[config.mk]
export PLATFORM = sky130hd
export DESIGN_NAME = stage5_fetch_stage
export DESIGN_NICKNAME = d
export VERILOG_FILES = /design/src/rtl/stage5_fetch_pkg.sv /design/src/rtl/stage5_fetch_hold_buffer.sv /design/src/rtl/stage5_fetch_stage.sv
export SDC_FILE = /design/constraint.sdc
export NUM_CORES = 1
export LEC_CHECK = 0
export ABC_AREA = 1
export CORE_MARGIN = 2
export CORE_UTILIZATION = 45
export DETAILED_ROUTE_END_ITERATION = 12
export GPL_TIMING_DRIVEN = 0
export PLACE_DENSITY = 0.77
export SLEW_MARGIN = 30
export SYNTH_ARGS = -nofsm -noshare
export SYNTH_HDL_FRONTEND = slang
export SYNTH_SLANG_ARGS = --single-unit
export TNS_END_PERCENT = 50
[constraint.sdc]
create_clock -name CLK -period 5.1 [get_ports CLK]
set_clock_uncertainty 0.1 [all_clocks]
set_input_delay 0.765 -clock CLK [delete_from_list [all_inputs] [get_ports CLK]]
set_output_delay 0.765 -clock CLK [all_outputs]
set_load 0.005 [all_outputs]
[src/rtl/stage5_fetch_pkg.sv]
// Shared types and constants for the fetch stage: word type, reset PC,
// the NOP used for synthetic fault instructions, and the fetch FSM states.
package stage5_fetch_pkg;

    typedef logic [31:0] word_t;

    localparam word_t RESET_PC_DEFAULT = 32'h8000_0000;
    localparam word_t NOP_INSN         = 32'h0000_0013;

    typedef enum logic [1:0] {
        BOOT  = 2'd0,
        FETCH = 2'd1,
        HOLD  = 2'd2
    } fetch_state_e;

endpackage

[src/rtl/stage5_fetch_hold_buffer.sv]
// One-entry buffer for an instruction that came back while decode was stalled.
// Clear has priority over capture.
module stage5_fetch_hold_buffer
    import stage5_fetch_pkg::*;
(
    input  logic  CLK,
    input  logic  RST,
    input  logic  capture,
    input  logic  clear,
    input  word_t cap_pc,
    input  word_t cap_instr,
    input  logic  cap_fault,
    input  logic  cap_mal,
    output logic  valid,
    output word_t pc,
    output word_t instr,
    output logic  fault,
    output logic  mal
);

    always_ff @(posedge CLK or posedge RST) begin
        if (RST) begin
            valid <= 1'b0;
            pc    <= '0;
            instr <= '0;
            fault <= 1'b0;
            mal   <= 1'b0;
        end else if (clear) begin
            valid <= 1'b0;
        end else if (capture) begin
            valid <= 1'b1;
            pc    <= cap_pc;
            instr <= cap_instr;
            fault <= cap_fault;
            mal   <= cap_mal;
        end
    end

endmodule

[src/rtl/stage5_fetch_stage.sv]
// Instruction fetch stage: PC register, imem request, next-PC selection,
// F/D pipeline latch and a one-entry hold buffer for stalled responses.
//
//   state | meaning
//   BOOT  | one idle cycle after reset, no request
//   FETCH | issuing requests (or synthesising misaligned faults)
//   HOLD  | a response is parked in the hold buffer, no request
module stage5_fetch_stage
    import stage5_fetch_pkg::*;
#(
    parameter word_t RESET_PC = RESET_PC_DEFAULT
) (
    input  logic        CLK,
    input  logic        RST,
    input  logic        pc_en,
    input  logic        npc_sel,
    input  logic [31:0] branch_target,
    input  logic        insert_priv_pc,
    input  logic [31:0] priv_pc,
    input  logic        suppress_iren,
    input  logic        if_dc_flush,
    input  logic        if_dc_stall,
    output logic        iren,
    output logic [31:0] iaddr,
    input  logic        i_mem_busy,
    input  logic [31:0] i_rdata,
    input  logic        i_fault,
    output logic        fd_valid,
    output logic [31:0] fd_pc,
    output logic [31:0] fd_instr,
    output logic        fd_fault_insn,
    output logic        fd_mal_insn
);

    fetch_state_e state;
    word_t        pc;
    logic         misaligned;
    logic         rsp_valid;
    word_t        rsp_instr;
    logic         rsp_fault;
    logic         capture;
    logic         clear_hold;
    logic         h_valid;
    word_t        h_pc;
    word_t        h_instr;
    logic         h_fault;
    logic         h_mal;

    // A misaligned PC never reaches the bus; it completes at once as a NOP.
    assign misaligned = (pc[1:0] != 2'b00);
    assign iren       = (state == FETCH) && !suppress_iren && !misaligned;
    assign iaddr      = pc;
    assign rsp_valid  = (state == FETCH) && !suppress_iren && (misaligned || !i_mem_busy);
    assign rsp_instr  = misaligned ? NOP_INSN : i_rdata;
    assign rsp_fault  = !misaligned && i_fault;
    assign capture    = rsp_valid && if_dc_stall && !if_dc_flush;
    assign clear_hold = (state == HOLD) && (if_dc_flush || !if_dc_stall);

    stage5_fetch_hold_buffer u_hold (
        .CLK       (CLK),
        .RST       (RST),
        .capture   (capture),
        .clear     (clear_hold),
        .cap_pc    (pc),
        .cap_instr (rsp_instr),
        .cap_fault (rsp_fault),
        .cap_mal   (misaligned),
        .valid     (h_valid),
        .pc        (h_pc),
        .instr     (h_instr),
        .fault     (h_fault),
        .mal       (h_mal)
    );

    always_ff @(posedge CLK or posedge RST) begin
        if (RST) begin
            pc <= RESET_PC;
        end else if (pc_en) begin
            if (insert_priv_pc)
                pc <= priv_pc;
            else if (npc_sel)
                pc <= branch_target;
            else
                pc <= pc + 32'd4;
        end
    end

    always_ff @(posedge CLK or posedge RST) begin
        if (RST) begin
            state <= BOOT;
        end else begin
            case (state)
                BOOT:    state <= FETCH;
                FETCH:   if (capture) state <= HOLD;
                HOLD:    if (if_dc_flush || !if_dc_stall) state <= FETCH;
                default: state <= BOOT;
            endcase
        end
    end

    always_ff @(posedge CLK or posedge RST) begin
        if (RST) begin
            fd_valid      <= 1'b0;
            fd_pc         <= '0;
            fd_instr      <= '0;
            fd_fault_insn <= 1'b0;
            fd_mal_insn   <= 1'b0;
        end else if (if_dc_flush) begin
            fd_valid <= 1'b0;
        end else if (!if_dc_stall) begin
            if (state == HOLD) begin
                fd_valid      <= h_valid;
                fd_pc         <= h_pc;
                fd_instr      <= h_instr;
                fd_fault_insn <= h_fault;
                fd_mal_insn   <= h_mal;
            end else if (rsp_valid) begin
                fd_valid      <= 1'b1;
                fd_pc         <= pc;
                fd_instr      <= rsp_instr;
                fd_fault_insn <= rsp_fault;
                fd_mal_insn   <= misaligned;
            end else begin
                fd_valid <= 1'b0;
            end
        end
    end

endmodule
Word level (Yosys, flattened, before mapping). Cells that the tools add are included.

$add $sub $neg: 1. Multipliers: 0. Divide/modulo/power cells: 0. $lt $le $gt $ge: 0. Eq/ne operators: 5. Shifts and indexed selects: 0. Muxes and demuxes: 20. Bitwise operators: 3. Reductions and logical operators: 21.

Operators by type and width (number): 32-bit 2-to-1 mux (7); 32-bit by 3-bit adder with 32-bit output, second input constant (1); 1-bit 2-to-1 mux (10); 1-bit logical AND (7); 2-bit case mux with 3 select lines (1); 2-bit nonzero test (3); 1-bit logical NOT (5); 2-bit 2-to-1 mux (2); 2-bit != test, second input constant (2); 2-bit AND reduction (2); 1-bit inverter (3); 3-bit AND reduction (1); 2-bit by 1-bit == test with 1-bit output, second input constant (1); 2-bit == test, second input constant (1); 2-bit logical NOT (1); 1-bit logical OR (2); 2-bit by 1-bit != test with 1-bit output, second input constant (1).

Register bits after elaboration: 168. Latch bits: 0. Bits in writable memories: 0. ROM bits: 0. Bits of input ports: 106. Output and inout port bits: 100. Word-level logic and storage cells: 62. Memories: 0.

Longest topological paths before layout.
Depth in word-level cells: 7. Depth in mapped cells: 10.

Hierarchy. From an unflattened synthesis, not the netlist that was laid out.

Cell total of the unflattened synthesis: 1110. Area, all modules: 8605.8 µm².

By module, submodules not included: stage5_fetch_stage (instances 1, cells an instance 819, area an instance 5984.5 µm²); stage5_fetch_hold_buffer (instances 1, cells an instance 291, area an instance 2621.3 µm²).

Least setup slack after synthesis. Ideal clock, no wire load.

Kind: flip-flop to output port. Start point: reg pc[0] (netlist: iaddr[0]). End point: out iren. Data arrival time: 1.176 ns. Data required time: 4.235 ns. Setup slack: 3.059 ns. Cell stages (with the launch flop): 6. Buffers on the path: 2. Cells stage by stage: dfrtp_1 > nor2_1 > inv_1 > buf_2 > clkbuf_1 > nor4_1.

Longest elaborated chain between the ends: 3.

RTL lines: from (decl) (line stage5_fetch_stage.sv:36) `word_t pc;`; from (signal assigned) (line stage5_fetch_stage.sv:80) `pc <= priv_pc;`; from (signal assigned) (line stage5_fetch_stage.sv:82) `pc <= branch_target;`; from (signal assigned) (line stage5_fetch_stage.sv:84) `pc <= pc + 32'd4;`; 2-bit nonzero test (line stage5_fetch_stage.sv:50) `assign misaligned = (pc[1:0] != 2'b00);`; 1-bit logical NOT (line stage5_fetch_stage.sv:51) `assign iren = (state == FETCH) && !suppress_iren && !misaligned;`; 1-bit logical AND (line stage5_fetch_stage.sv:51); to (decl) (line stage5_fetch_stage.sv:23) `output logic iren,`.

Every way passes these cells.

Worst setup path in the final report.
Start point: reg pc[1] (netlist: iaddr[1]). End point: out iren.

The elaborated chain is that of the path after synthesis.

==> flow_metrics.env <==
export IMPL_power_leakage_nw=5.16
export IMPL_wl_um=25200
export IMPL_end_kind="output pin"
export IMPL_rsz0062_at_grt="no"
export IMPL_synthSimpleGateAreaFrac_pct=28.5
export IMPL_register_area_um2=4210
export IMPL_detail_route_first_pass_iterations=8
export IMPL_worst_pin_slew_ns=0.623
export IMPL_grt_pass1_vias=7899
export IMPL_multi_input_comb_area_um2=3440
export IMPL_cp_cell_sequence="nor2_1 > inv_1 > buf_2 > clkbuf_1 > nor4_1 > clkdlybuf4s50_1"
export IMPL_cts_htree_levels=4
export IMPL_yosysWarnings=0
export IMPL_powerDensity_nw_per_um2=453
export IMPL_cts_resized=0
export IMPL_diodes=0
export IMPL_cts_tree="yes"
export IMPL_gp_congestion=0.941
export IMPL_area_growth_pct=37.1
export IMPL_wl_per_cell_um=16.2
export IMPL_hold_viol_final=0
export IMPL_cpMaxStageDelayCell="clkdlybuf4s50_1"
export IMPL_cts_root_buf="clkbuf_16"
export IMPL_synth_seq_area_share_pct=51.1
export IMPL_synth_mux_area_share_pct=0
export IMPL_synth_top_family_by_area="simple AND/OR/NAND/NOR gates"
export IMPL_drt_iter0_markers=483
export IMPL_yosys_area_share_xor_xnor_pct=0.425
export IMPL_maxSlewViolCount=0
export IMPL_tns_ns=0
export IMPL_arrival_ns=2.69
export IMPL_die_height_um=139
export IMPL_post_cts_buffers=0
export IMPL_fin_crit_ns=3.56
export IMPL_grt_ovfl_total=0
export IMPL_start_util_pct=45.8
export IMPL_critPathLaunchType="flip-flop"
export IMPL_fmaxAchievable_mhz=281
export IMPL_dieArea_um2=19400
export IMPL_synth_area_per_cell_um2=7.55
export IMPL_finalSetupViolCount=0
export IMPL_ant_nets=0
export IMPL_path_class="flip-flop to output pin"
export IMPL_ys_types=31
export IMPL_finalCritPeriodShare_pct=69.8
export IMPL_hold_class="flip-flop to flip-flop"
export IMPL_fp_dieW_um=139
export IMPL_clk_path_buf_depth=2
export IMPL_critPathTopFamily="buffers and inverters"
export IMPL_syn_instance_count=1090
export IMPL_path_buf_inv=4
export IMPL_drc=0
export IMPL_antenna_found_initial=0
export IMPL_core_area_um2=18000
export IMPL_stdcell_area_um2=11300
export IMPL_worst_ep_required_time_ns=4.24
export IMPL_synth_area_um2=8230
export IMPL_clock_sinks=168
export IMPL_grt_pass1_wl_um=40600
export IMPL_layout_nets=1426
export IMPL_synthAdderAreaFrac_pct=0.152
export IMPL_syn_nets=1197
export IMPL_fill_cells=1605
export IMPL_grt_max_degree=30
export IMPL_status="completed"
export IMPL_slew_headroom_pct=58.4
export IMPL_numPortBuffers=204
export IMPL_layout_drive_gt1_share_pct=6.01
export IMPL_path_clk_slew_ns=0.07
export IMPL_insertion_delay_ns=0.42
export IMPL_fp_row_count=49
export IMPL_slowest_delay_ns=0.59
export IMPL_cts_buffers=17
export IMPL_io_pins=206
export IMPL_drv_cap=0
export IMPL_post_drt_via_cell_ratio=5.20
export IMPL_holdBufCountCts=0
export IMPL_path_max_fanout=10
export IMPL_ir_drop_mv=0.265
export IMPL_synth_seq_cells=168
export IMPL_grt_usage_pct=26.3
export IMPL_synth_compound_gate_area_share_pct=12.7
export IMPL_place_area_um2=10700
export IMPL_dp_hpwl_um=18900
export IMPL_vias=8124
[where the power goes]
part	internal, mW	switching (mW)
sequential	1.87	0.349
combinational	0.906	0.699
clock	0.759	0.536
total	3.53	1.58
[final timing paths]
check,from,endpoint,slack (ns),cells after the start
min reg2reg,u_hold.instr[19],u_hold.instr[19],0.37,2
min,u_hold.instr[19],u_hold.instr[19],0.37,2
max,iaddr[1],iren,1.54,6
max reg2reg,iaddr[2],iaddr[26],3.01,9
min in group asynchronous,RST,fd_instr[23],0.66,2
max in group asynchronous,RST,fd_pc[23],3.47,4
[Yosys cell counts]
master	number	area, um2
dfrtp_1	167	4180
a32oi_1	2	17.5
buf_1	4	15.0
nand2_2	1	6.26
a31oi_1	72	450
nor4_1	1	6.26
xor2_1	4	35.0
or2_2	3	18.8
inv_1	79	297
clkbuf_1	30	113
buf_2	26	130
ha_1	1	12.5
a41oi_1	1	8.76
nor2_2	3	18.8
nor2_4	2	22.5
a21oi_1	22	110
nand2_1	397	1490
dfstp_2	1	26.3
buf_6	2	22.5
a22oi_1	4	30.0
a221oi_1	17	149
inv_2	3	11.3
o31ai_1	1	7.51
nor3_1	1	5.00
nand3_1	36	180
a21oi_4	1	16.3
o211ai_1	1	7.51
o21ai_1	10	50.1
nor2_1	160	601
o21ai_0	36	180
a22o_1	2	17.5
[worst reg2reg max path: cells and delay by family (launching register included)]
kind,cells,cell delay (ns)
and+or+nand+nor,7,1.07
adders and majority gates,1,0.21
AOI/OAI and AO/OA,1,0.15
DFF,1,0.49
[cell families (layout without fill, tap and decap cells)]
group / count (synthesis) / after routing
AO/OA/AOI/OAI: 169 / 169
AND/OR/NAND/NOR: 604 / 604
XOR/XNOR: 4 / 4
adder cells (fa/ha/maj): 1 / 1
buffers and inverters: 144 / 386
flip-flops: 168 / 168
[per-stage QoR]
stage | instances | total power, mW | utilization [%] | hold WS (ns) | setup WS (ns)
3_3_place_gp | 1523 | 3.77 | 58.8 | 0.353 | 0.672
5_1_grt | 1561 | 5.43 | 62.8 | 0.394 | 1.38
2_1_floorplan | 1090 | 2.87 | - | 0.342 | 2.10
6_report | 1561 | 5.11 | 62.8 | 0.373 | 1.54
4_1_cts | 1561 | 5.14 | 62.8 | 0.374 | 1.52
3_5_place_dp | 1529 | 3.85 | 59.5 | 0.358 | 1.99
[sequential cells by signal, indices dropped and copies added, names as in the netlist, 2 cells and up]
signal and cells:
u_hold.instr 32, fd_pc 32, u_hold.pc 32, state 2, iaddr 32, fd_instr 32
[final cells by class]
| cell class | instances | area share (%) |
|---|---|---|
| clock inverters | 11 | 1.08 |
| well taps | 229 | 2.54 |
| clock buffers | 21 | 4.17 |
| multi-input cells | 778 | 30.5 |
| inverters | 82 | 2.76 |
| repair buffers | 210 | 19.2 |
| plain buffers | 62 | 2.48 |
| flip-flops and latches | 168 | 37.3 |
[layout by cell type (no fill, tap or decap), drive strengths merged, types with 4 or more instances in the layout]
master and count:
clkdlybuf4s50 204, a21oi 23, dfrtp 167, xor2 4, inv 82, nand3 36
buf 38, a31oi 72, nand2 398, a22oi 4, clkbuf 51, clkinvlp 6
nor2 165, o21ai 46, a221oi 17
[routing by layer]
layer  global-route usage, %  up-vias  part of all wire, %
met1                    33.4     3790                   42
met3                    6.57       24                  7.5
met5                       0        -                    0
li1                        -     3961                    -
met2                    45.2      349                   49
met4                    6.33        0                  1.4
No activity file was read; power rests on OpenSTA's default activity.
